[src/rtl/multdiv_pkg.sv]
// Shared constants and FSM encoding for the multiply/divide sequencer.
package multdiv_pkg;

    localparam int unsigned ALUOP_W = 5;
    localparam int unsigned REG_W   = 5;

    localparam logic [ALUOP_W-1:0] ALUOP_MULT  = 5'd6;
    localparam logic [ALUOP_W-1:0] ALUOP_DIV   = 5'd7;
    localparam logic [REG_W-1:0]   RSTATUS_REG = 5'd30;

    typedef enum logic [1:0] {
        ST_IDLE  = 2'd0,
        ST_ISSUE = 2'd1,
        ST_WAIT  = 2'd2,
        ST_DONE  = 2'd3
    } mdState_t;

endpackage

[src/rtl/multdiv_cycle_counter.sv]
// WAIT-cycle counter for the sequencer; flags the last allowed cycle before timeout.
module multdiv_cycle_counter #(
    parameter int unsigned TIMEOUT = 40,
    parameter int unsigned CNT_W   = 6
) (
    input  logic clock,
    input  logic reset,
    input  logic clear,
    input  logic enable,
    output logic terminal_c
);

    logic [CNT_W-1:0] count;

    always_ff @(posedge clock or negedge reset) begin
        if (!reset) begin
            count <= '0;
        end else if (clear) begin
            count <= '0;
        end else if (enable) begin
            count <= count + CNT_W'(1);
        end
    end

    assign terminal_c = (count == CNT_W'(TIMEOUT - 1));

endmodule

[src/rtl/multdiv_sequencer.sv]
// Issues mult/div ops from DX to the shared unit, stalls the pipe until the result
// (or a timeout) arrives, then presents a one-cycle writeback to XM.
module multdiv_sequencer
    import multdiv_pkg::*;
#(
    parameter int unsigned WIDTH   = 32,
    parameter int unsigned TIMEOUT = 40,
    parameter int unsigned CNT_W   = 6
) (
    input  logic               clock,
    input  logic               reset,
    input  logic               dx_valid,
    input  logic [ALUOP_W-1:0] aluOp,
    input  logic [REG_W-1:0]   dx_rd,
    input  logic [WIDTH-1:0]   dx_a,
    input  logic [WIDTH-1:0]   dx_b,
    input  logic               flush,
    input  logic               md_ready,
    input  logic [WIDTH-1:0]   md_result,
    input  logic               md_exc,
    output logic               ctrl_MULT,
    output logic               ctrl_DIV,
    output logic [WIDTH-1:0]   md_a,
    output logic [WIDTH-1:0]   md_b,
    output logic               md_stall,
    output logic               busy,
    output logic [REG_W-1:0]   busy_rd,
    output logic               wb_valid,
    output logic [REG_W-1:0]   wb_rd,
    output logic [WIDTH-1:0]   wb_data,
    output logic               wb_exc
);

    mdState_t         state;
    mdState_t         nextState;
    logic             isDivOp;
    logic             start;
    logic             loadOp;
    logic             capture;
    logic             timeoutHit;
    logic [REG_W-1:0] rdReg;

    assign isDivOp = (aluOp == ALUOP_DIV);
    // Gated by reset so the combinational stall also reads 0 while reset is held.
    assign start   = reset & dx_valid & ((aluOp == ALUOP_MULT) | isDivOp) & ~flush;

    multdiv_cycle_counter #(
        .TIMEOUT (TIMEOUT),
        .CNT_W   (CNT_W)
    ) u_counter (
        .clock      (clock),
        .reset      (reset),
        .clear      (state == ST_ISSUE),
        .enable     (state == ST_WAIT),
        .terminal_c (timeoutHit)
    );

    always_ff @(posedge clock or negedge reset) begin
        if (!reset) begin
            state <= ST_IDLE;
        end else begin
            state <= nextState;
        end
    end

    // Flush wins over a same-cycle answer; an answer wins over the timeout.
    always_comb begin
        nextState = state;
        loadOp    = 1'b0;
        capture   = 1'b0;
        case (state)
            ST_IDLE: begin
                if (start) begin
                    nextState = ST_ISSUE;
                    loadOp    = 1'b1;
                end
            end
            ST_ISSUE: nextState = flush ? ST_IDLE : ST_WAIT;
            ST_WAIT: begin
                if (flush) begin
                    nextState = ST_IDLE;
                end else if (md_ready || timeoutHit) begin
                    nextState = ST_DONE;
                    capture   = 1'b1;
                end
            end
            ST_DONE: nextState = ST_IDLE;
            default: nextState = ST_IDLE;
        endcase
    end

    assign md_stall = ((state == ST_IDLE) & start) | (state == ST_ISSUE) | (state == ST_WAIT);

    always_ff @(posedge clock or negedge reset) begin
        if (!reset) begin
            md_a      <= '0;
            md_b      <= '0;
            rdReg     <= '0;
            ctrl_MULT <= 1'b0;
            ctrl_DIV  <= 1'b0;
            busy      <= 1'b0;
            busy_rd   <= '0;
            wb_valid  <= 1'b0;
            wb_rd     <= '0;
            wb_data   <= '0;
            wb_exc    <= 1'b0;
        end else begin
            if (loadOp) begin
                md_a  <= dx_a;
                md_b  <= dx_b;
                rdReg <= dx_rd;
            end
            ctrl_MULT <= loadOp & ~isDivOp;
            ctrl_DIV  <= loadOp & isDivOp;
            busy      <= (nextState != ST_IDLE);
            busy_rd   <= (nextState == ST_IDLE) ? '0 : (loadOp ? dx_rd : rdReg);
            wb_valid  <= capture;
            wb_rd     <= capture ? rdReg : '0;
            wb_data   <= (capture & md_ready) ? md_result : '0;
            wb_exc    <= capture & (~md_ready | md_exc);
        end
    end

endmodule
[config.mk]
export PLATFORM = sky130hd
export DESIGN_NAME = multdiv_sequencer
export DESIGN_NICKNAME = d
export VERILOG_FILES = /design/src/rtl/multdiv_pkg.sv /design/src/rtl/multdiv_cycle_counter.sv /design/src/rtl/multdiv_sequencer.sv
export SDC_FILE = /design/constraint.sdc
export NUM_CORES = 1
export LEC_CHECK = 0
export BUFFER_PORTS_ARGS = -buffer_cell sky130_fd_sc_hd__clkbuf_2
export CAP_MARGIN = 20
export CELL_PAD_IN_SITES_DETAIL_PLACEMENT = 0
export CELL_PAD_IN_SITES_GLOBAL_PLACEMENT = 2
export CORE_MARGIN = 4
export CORE_UTILIZATION = 29
export CTS_CLUSTER_DIAMETER = 200
export DETAILED_ROUTE_END_ITERATION = 8
export PLACE_DENSITY = 0.75
export SLEW_MARGIN = 40
export SYNTH_ARGS = -nofsm -noshare
export SYNTH_HDL_FRONTEND = slang
export SYNTH_SLANG_ARGS = --single-unit
[constraint.sdc]
create_clock -name clock -period 2.1 [get_ports clock]
set_clock_uncertainty 0.15 [all_clocks]
set_input_delay 0.42 -clock clock [delete_from_list [all_inputs] [get_ports clock]]
set_output_delay 0.42 -clock clock [all_outputs]
set_load 0.05 [all_outputs]
### After elaboration in Yosys (flattened, before gate mapping)

Index checks and enable logic that the tools add are counted.
Widths: inputs -> output; s select.

| storage, ports and cells | value |
|---|---|
| memory bits (read-only) | 0 |
| latch bits | 0 |
| output and inout port bits | 112 |
| word-level logic and storage cells | 56 |
| register bits | 124 |
| memories | 0 |
| RAM bits | 0 |

| cells by class | value |
|---|---|
| div/mod/pow operators | 0 |
| $lt $le $gt $ge | 0 |
| shift operators | 0 |
| muxes and demuxes | 16 |
| reduce and logical (&&, ||, !) cells | 5 |
| $add $sub $neg | 1 |
| $mul | 0 |
| eq/ne operators | 6 |
| bitwise logic cells | 15 |

Operator list:

| cell | number |
|---|---|
| $mux 32 | 1 |
| $mux 5 | 3 |
| $mux 6 | 2 |
| $eq 5x3->1 const B | 2 |
| $and 1x1->1 | 8 |
| $mux 2 | 4 |
| $pmux 2 s4 | 1 |
| $add 6x1->6 const B | 1 |
| $eq 6x6->1 const B | 1 |
| $mux 1 | 5 |
| $eq 2x2->1 const B | 2 |
| $logic_not 2->1 | 2 |
| $or 1x1->1 | 4 |
| $reduce_bool 2->1 | 2 |
| $not 1->1 | 3 |
| $eq 2x1->1 const B | 1 |
| $logic_or 1x1->1 | 1 |

### Longest topological paths before layout

| depth | value |
|---|---|
| depth in word-level cells | 8 |
| gate-level depth with buffers | 7 |
| gate-level depth less buffers | 6 |

### Modules after synthesis

From an unflattened synthesis, not the netlist that was laid out.

| second synthesis, totals | value |
|---|---|
| cell total of the unflattened synthesis | 286 |
| area total of the unflattened synthesis | 4480.5 µm² |

By module, submodules not included:

| module | instances | cells each | seq. area each (µm²) | area each (µm²) |
|---|---|---|---|---|
| multdiv_sequencer | 1 | 258 | 2952.8 | 4194.0 |
| multdiv_cycle_counter | 1 | 28 | 150.1 | 286.5 |

### Worst setup path after synthesis

Ideal clock, no wire load.

| path | value |
|---|---|
| path kind | input-to-output |
| start point | in flush |
| end point | out md_stall |
| stages | 5 |
| slack | 0.008 ns |
| arrival | 1.522 ns |
| data required time | 1.530 ns |
| cells stage by stage | and4bb_2 nand3_4 buf_6 buf_6 nand2_1 |

| on the way | value |
|---|---|
| cells in the longest elaborated chain, start to end | 5 |

Ends and longest elaborated chain:

| item | RTL line | RTL |
|---|---|---|
| start: declaration | multdiv_sequencer.sv:17 | `input logic flush,` |
| $not 1->1 | multdiv_sequencer.sv:45 | `assign start = reset & dx_valid & ((aluOp == ALUOP_MULT) \| isDivOp) & ~flush;` |
| $and 1x1->1 | multdiv_sequencer.sv:45 |  |
| $and 1x1->1 | multdiv_sequencer.sv:92 | `assign md_stall = ((state == ST_IDLE) & start) \| (state == ST_ISSUE) \| (state == ST_WAIT);` |
| $or 1x1->1 (2 in series) | multdiv_sequencer.sv:92 |  |
| end: declaration | multdiv_sequencer.sv:25 | `output logic md_stall,` |

Every way passes these cells.

### Final worst setup path

| path | value |
|---|---|
| start point | reg state[0] |
| end point | out md_stall |

| on the way | value |
|---|---|
| cells in the longest elaborated chain, start to end | 4 |

Ends and longest elaborated chain:

| item | RTL line | RTL |
|---|---|---|
| start: declaration | multdiv_sequencer.sv:34 | `mdState_t state;` |
| start signal: assignment | multdiv_sequencer.sv:62 | `state <= nextState;` |
| $logic_not 2->1 | multdiv_sequencer.sv:92 |  |
| $and 1x1->1 | multdiv_sequencer.sv:92 |  |
| $or 1x1->1 | multdiv_sequencer.sv:92 |  |
| $or 1x1->1 (*) | multdiv_sequencer.sv:92 |  |

Mark *: on every way between the ends. The rest lies on a longest branch, timed or not.

==> out/summary.log <==
INFO  routing        drtPass1Iterations=4
INFO  global_route   via_count_of_the_first_global_routing_pass=3669
INFO  routing        avgViaCountPerCell=4.297
INFO  placement      place_hpwl=8.801mm
INFO  pwr            leakage=3.898nW
INFO  layout         post_route_cells_drive_above_1_share=61.80%
INFO  die            ios=224
INFO  critical_path  critical_path.slowest_cell=sky130_fd_sc_hd__dfrtp_1
INFO  logic_synthesis synth_enable_flop_cells=0
INFO  layout         syn_to_final_growth=43.34%
INFO  die            die_outline_area=18290µm²
INFO  routing        drt_iter0_markers=109
INFO  layout         finalNonFillerCells=771
INFO  placement      gpl.final_weighted_congestion=0.7388
INFO  cts            tritoncts.num_buffers=17
INFO  flow_run       maxCapViolCount=0
INFO  routing        route.detailed.drc=0
INFO  cts            cts_num_sinks=124
INFO  timing         setup_violations=0
INFO  pwr            worst_ir_drop_vdd=544.0µV
INFO  status         status=finished with violations
INFO  cts            clk-insertion-delay-late=0.41ns
INFO  critical_path  cp_max_fo=4
INFO  global_route   globalRouteOverflowTotal=0
INFO  cts            cts_tree=yes
INFO  pwr            power.total=8.290mW
INFO  logic_synthesis ys_ff_latch=124
INFO  critical_path  worstPathCellList=inv_2 > ha_2 > nand3_4 > nand2_2 > buf_12
INFO  cts            clk_pin_slew=0.06ns
INFO  die            die-height=135.2µm
INFO  routing        wl=12.14mm
INFO  logic_synthesis netlist_top_cells_count=sky130_fd_sc_hd__dfrtp_1, sky130_fd_sc_hd__mux2_2, sky130_fd_sc_hd__and3_1, sky130_fd_sc_hd__mux2_4, sky130_fd_sc_hd__inv_1
INFO  routing        dr_total_vias=3313
INFO  critical_path  timing_worst_setup_path_type=reg -> out
INFO  global_route   grt_antenna_before_repair=0
INFO  critical_path  critical-path-max-stage-delay=0.44ns
INFO  min_path       holdCritPathClass=in -> async
INFO  critical_path  critPathRequiredTime=1.53ns
INFO  timing         timing.hold.ws=-0.01506ns
INFO  timing         achievable-frequency=492.2MHz
INFO  die            fp.coreArea=15890µm²
INFO  timing         tns=0ns
INFO  logic_synthesis ys_dominant_reg_cell=sky130_fd_sc_hd__dfrtp_1
INFO  logic_synthesis syn-cell-area=4695µm²
INFO  timing         slew_headroom=54.95%
INFO  placement      place.detailed.instances=737
INFO  logic_synthesis synth.area.top_cells=sky130_fd_sc_hd__dfrtp_1, sky130_fd_sc_hd__mux2_2, sky130_fd_sc_hd__mux2_4
INFO  logic_synthesis post_synth_top_area_share=66.10%
INFO  logic_synthesis post_syn_nets=421
INFO  routing        drtAntennaViolNets=0
INFO  timing         worstMarginPinSlew=0.6758ns
INFO  routing        wl_per_cell=15.75µm
INFO  cts            largest_buffer_count_on_any_clock_path=2
INFO  placement      port_buffers=223
INFO  logic_synthesis syn_area_per_cell=15.44µm²
INFO  critical_path  setup.worst_path.end_class=output port
INFO  placement      worst_slack_at_placement=0.1386ns
INFO  timing         worst_slack=0.06843ns
INFO  die            num_rows=46
INFO  layout         layout.nets=659
INFO  global_route   grt_pass1_wl=18.69mm
INFO  logic_synthesis post_synth_inst_count=304
INFO  pwr            pwr_density_cell=1232nW/µm²
INFO  die            starting_density_of_the_core=29.55%
INFO  logic_synthesis synth_warnings=0
INFO  logic_synthesis async_flop_share=100.0%
INFO  timing         slew_violations=0
INFO  logic_synthesis synth_top_area_cell=sky130_fd_sc_hd__dfrtp_1
INFO  cts            cts.root.buffer_cell=sky130_fd_sc_hd__clkbuf_16
INFO  timing         final.min_clock_period=2.032ns
INFO  global_route   grt_start_max_net_pins=125
INFO  timing         final_min_period_over_clock_period=96.74%
INFO  global_route   grt.total_usage=13.32%
INFO  critical_path  critPathArrivalTime=1.46ns
INFO  logic_synthesis yosys.cell_types.count=35
INFO  logic_synthesis yosysSeqAreaShare=66.10%
INFO  timing         hold_violations=45
INFO  layout         antenna_fix_cells=0
INFO  die            chipWidth=135.2µm
INFO  status         violations=hold timing
INFO  critical_path  element_type_at_the_critical_path_start=register
INFO  logic_synthesis synth_most_common_cell=sky130_fd_sc_hd__dfrtp_1
INFO  cts            h_tree_lvls=4
[layer usage]
layer	share of wire (%)	wire length [µm]	GRT usage [%]
met5	0	0	0
met4	2.9	357	6.103
met3	9.5	1158	6.575
met2	47	5736	21.07
met1	40	4891	15.19
[registers in the layout, indices dropped and copies added (netlist names), 2 cells and up]
| name | flops |
|---|---|
| u_counter.count | 6 |
| state | 2 |
| rdReg | 5 |
| wb_data | 32 |
| wb_rd | 5 |
| md_b | 32 |
| md_a | 32 |
| busy_rd | 5 |
[where the power goes]
group	internal [mW]	switching, mW	total (mW)
Combinational	0.802	1.73	2.53
Clock	1.75	1.03	2.78
Sequential	2.76	0.222	2.98
Total	5.31	2.98	8.29
[per-stage QoR]
step                      hold slack [ns]  instance area, µm²  util (%)
after detailed placement           0.3140                6112     38.48
final                            -0.01506                6729     42.36
after floorplan                  -0.02559                4695         -
after global routing              0.03198                6729     42.36
after global placement             0.3096                6112     38.48
after CTS                         0.01452                6704     42.20
[cell type report]
class | count | area [µm²]
flip-flops and latches | 124 | 3103
inverters | 9 | 33.78
multi-input cells | 157 | 1501
well taps | 216 | 270.3
clock inverters | 9 | 86.33
clock buffers | 23 | 488.0
fillers | 1544 | 9156
repair buffers | 233 | 1246
[final timing paths]
kind / startpoint / endpoint / slack [ns] / depth (start not counted)
setup / recovery: state[0] / md_stall / 0.07 / 5
hold / removal: reset / md_a[10] / -0.02 / 2
min in group clock: aluOp[0] / ctrl_MULT / 0.04 / 2
hold reg to reg: rdReg[4] / wb_rd[4] / 0.33 / 1
setup reg to reg: state[0] / wb_rd[4] / 0.16 / 6
max in group asynchronous: reset / rdReg[1] / 1.29 / 2
[cells by family after synthesis]
logic type | count (synthesis) | synth area share [%]
mux | 70 | 18.92
fa+ha+maj | 5 | 1.333
simple gates | 62 | 8.156
compound gates | 18 | 2.559
flops | 124 | 66.10
xor+xnor | 2 | 0.3732
buf+inv | 23 | 2.559
[timing repair]
item / in CTS / in global routing
hold buffers: 0 / 0
resized for setup: 5 / 4
endpoints found under the setup margin: 1 / 1
setup buffers: 1 / 1
pin swaps: 0 / 1
[placed cells by master (no fill, tap or decap), types with 3 or more instances in the layout]
master / synthesis / final
sky130_fd_sc_hd__a21boi_0: 5 / 5
sky130_fd_sc_hd__a21oi_1: 3 / 3
sky130_fd_sc_hd__and2_1: 5 / 5
sky130_fd_sc_hd__and3_1: 32 / 32
sky130_fd_sc_hd__buf_12: 0 / 4
sky130_fd_sc_hd__buf_4: 0 / 8
sky130_fd_sc_hd__clkbuf_16: 0 / 17
sky130_fd_sc_hd__clkbuf_2: 0 / 221
sky130_fd_sc_hd__clkbuf_8: 0 / 4
sky130_fd_sc_hd__clkinv_2: 0 / 3
sky130_fd_sc_hd__dfrtp_1: 124 / 124
sky130_fd_sc_hd__inv_1: 9 / 7
sky130_fd_sc_hd__mux2_2: 42 / 42
sky130_fd_sc_hd__mux2_4: 27 / 27
sky130_fd_sc_hd__nand2_1: 5 / 4
sky130_fd_sc_hd__nor2_1: 5 / 4
sky130_fd_sc_hd__o21ai_0: 4 / 4
[worst max-delay path, delay by kind of cell, from the launching register on]
kind,cells,cell delay [ns]
flops,1,0.44
buf+inv,2,0.25
simple gates,2,0.16
fa+ha+maj,1,0.20
No activity file was read; power rests on OpenSTA's default activity.
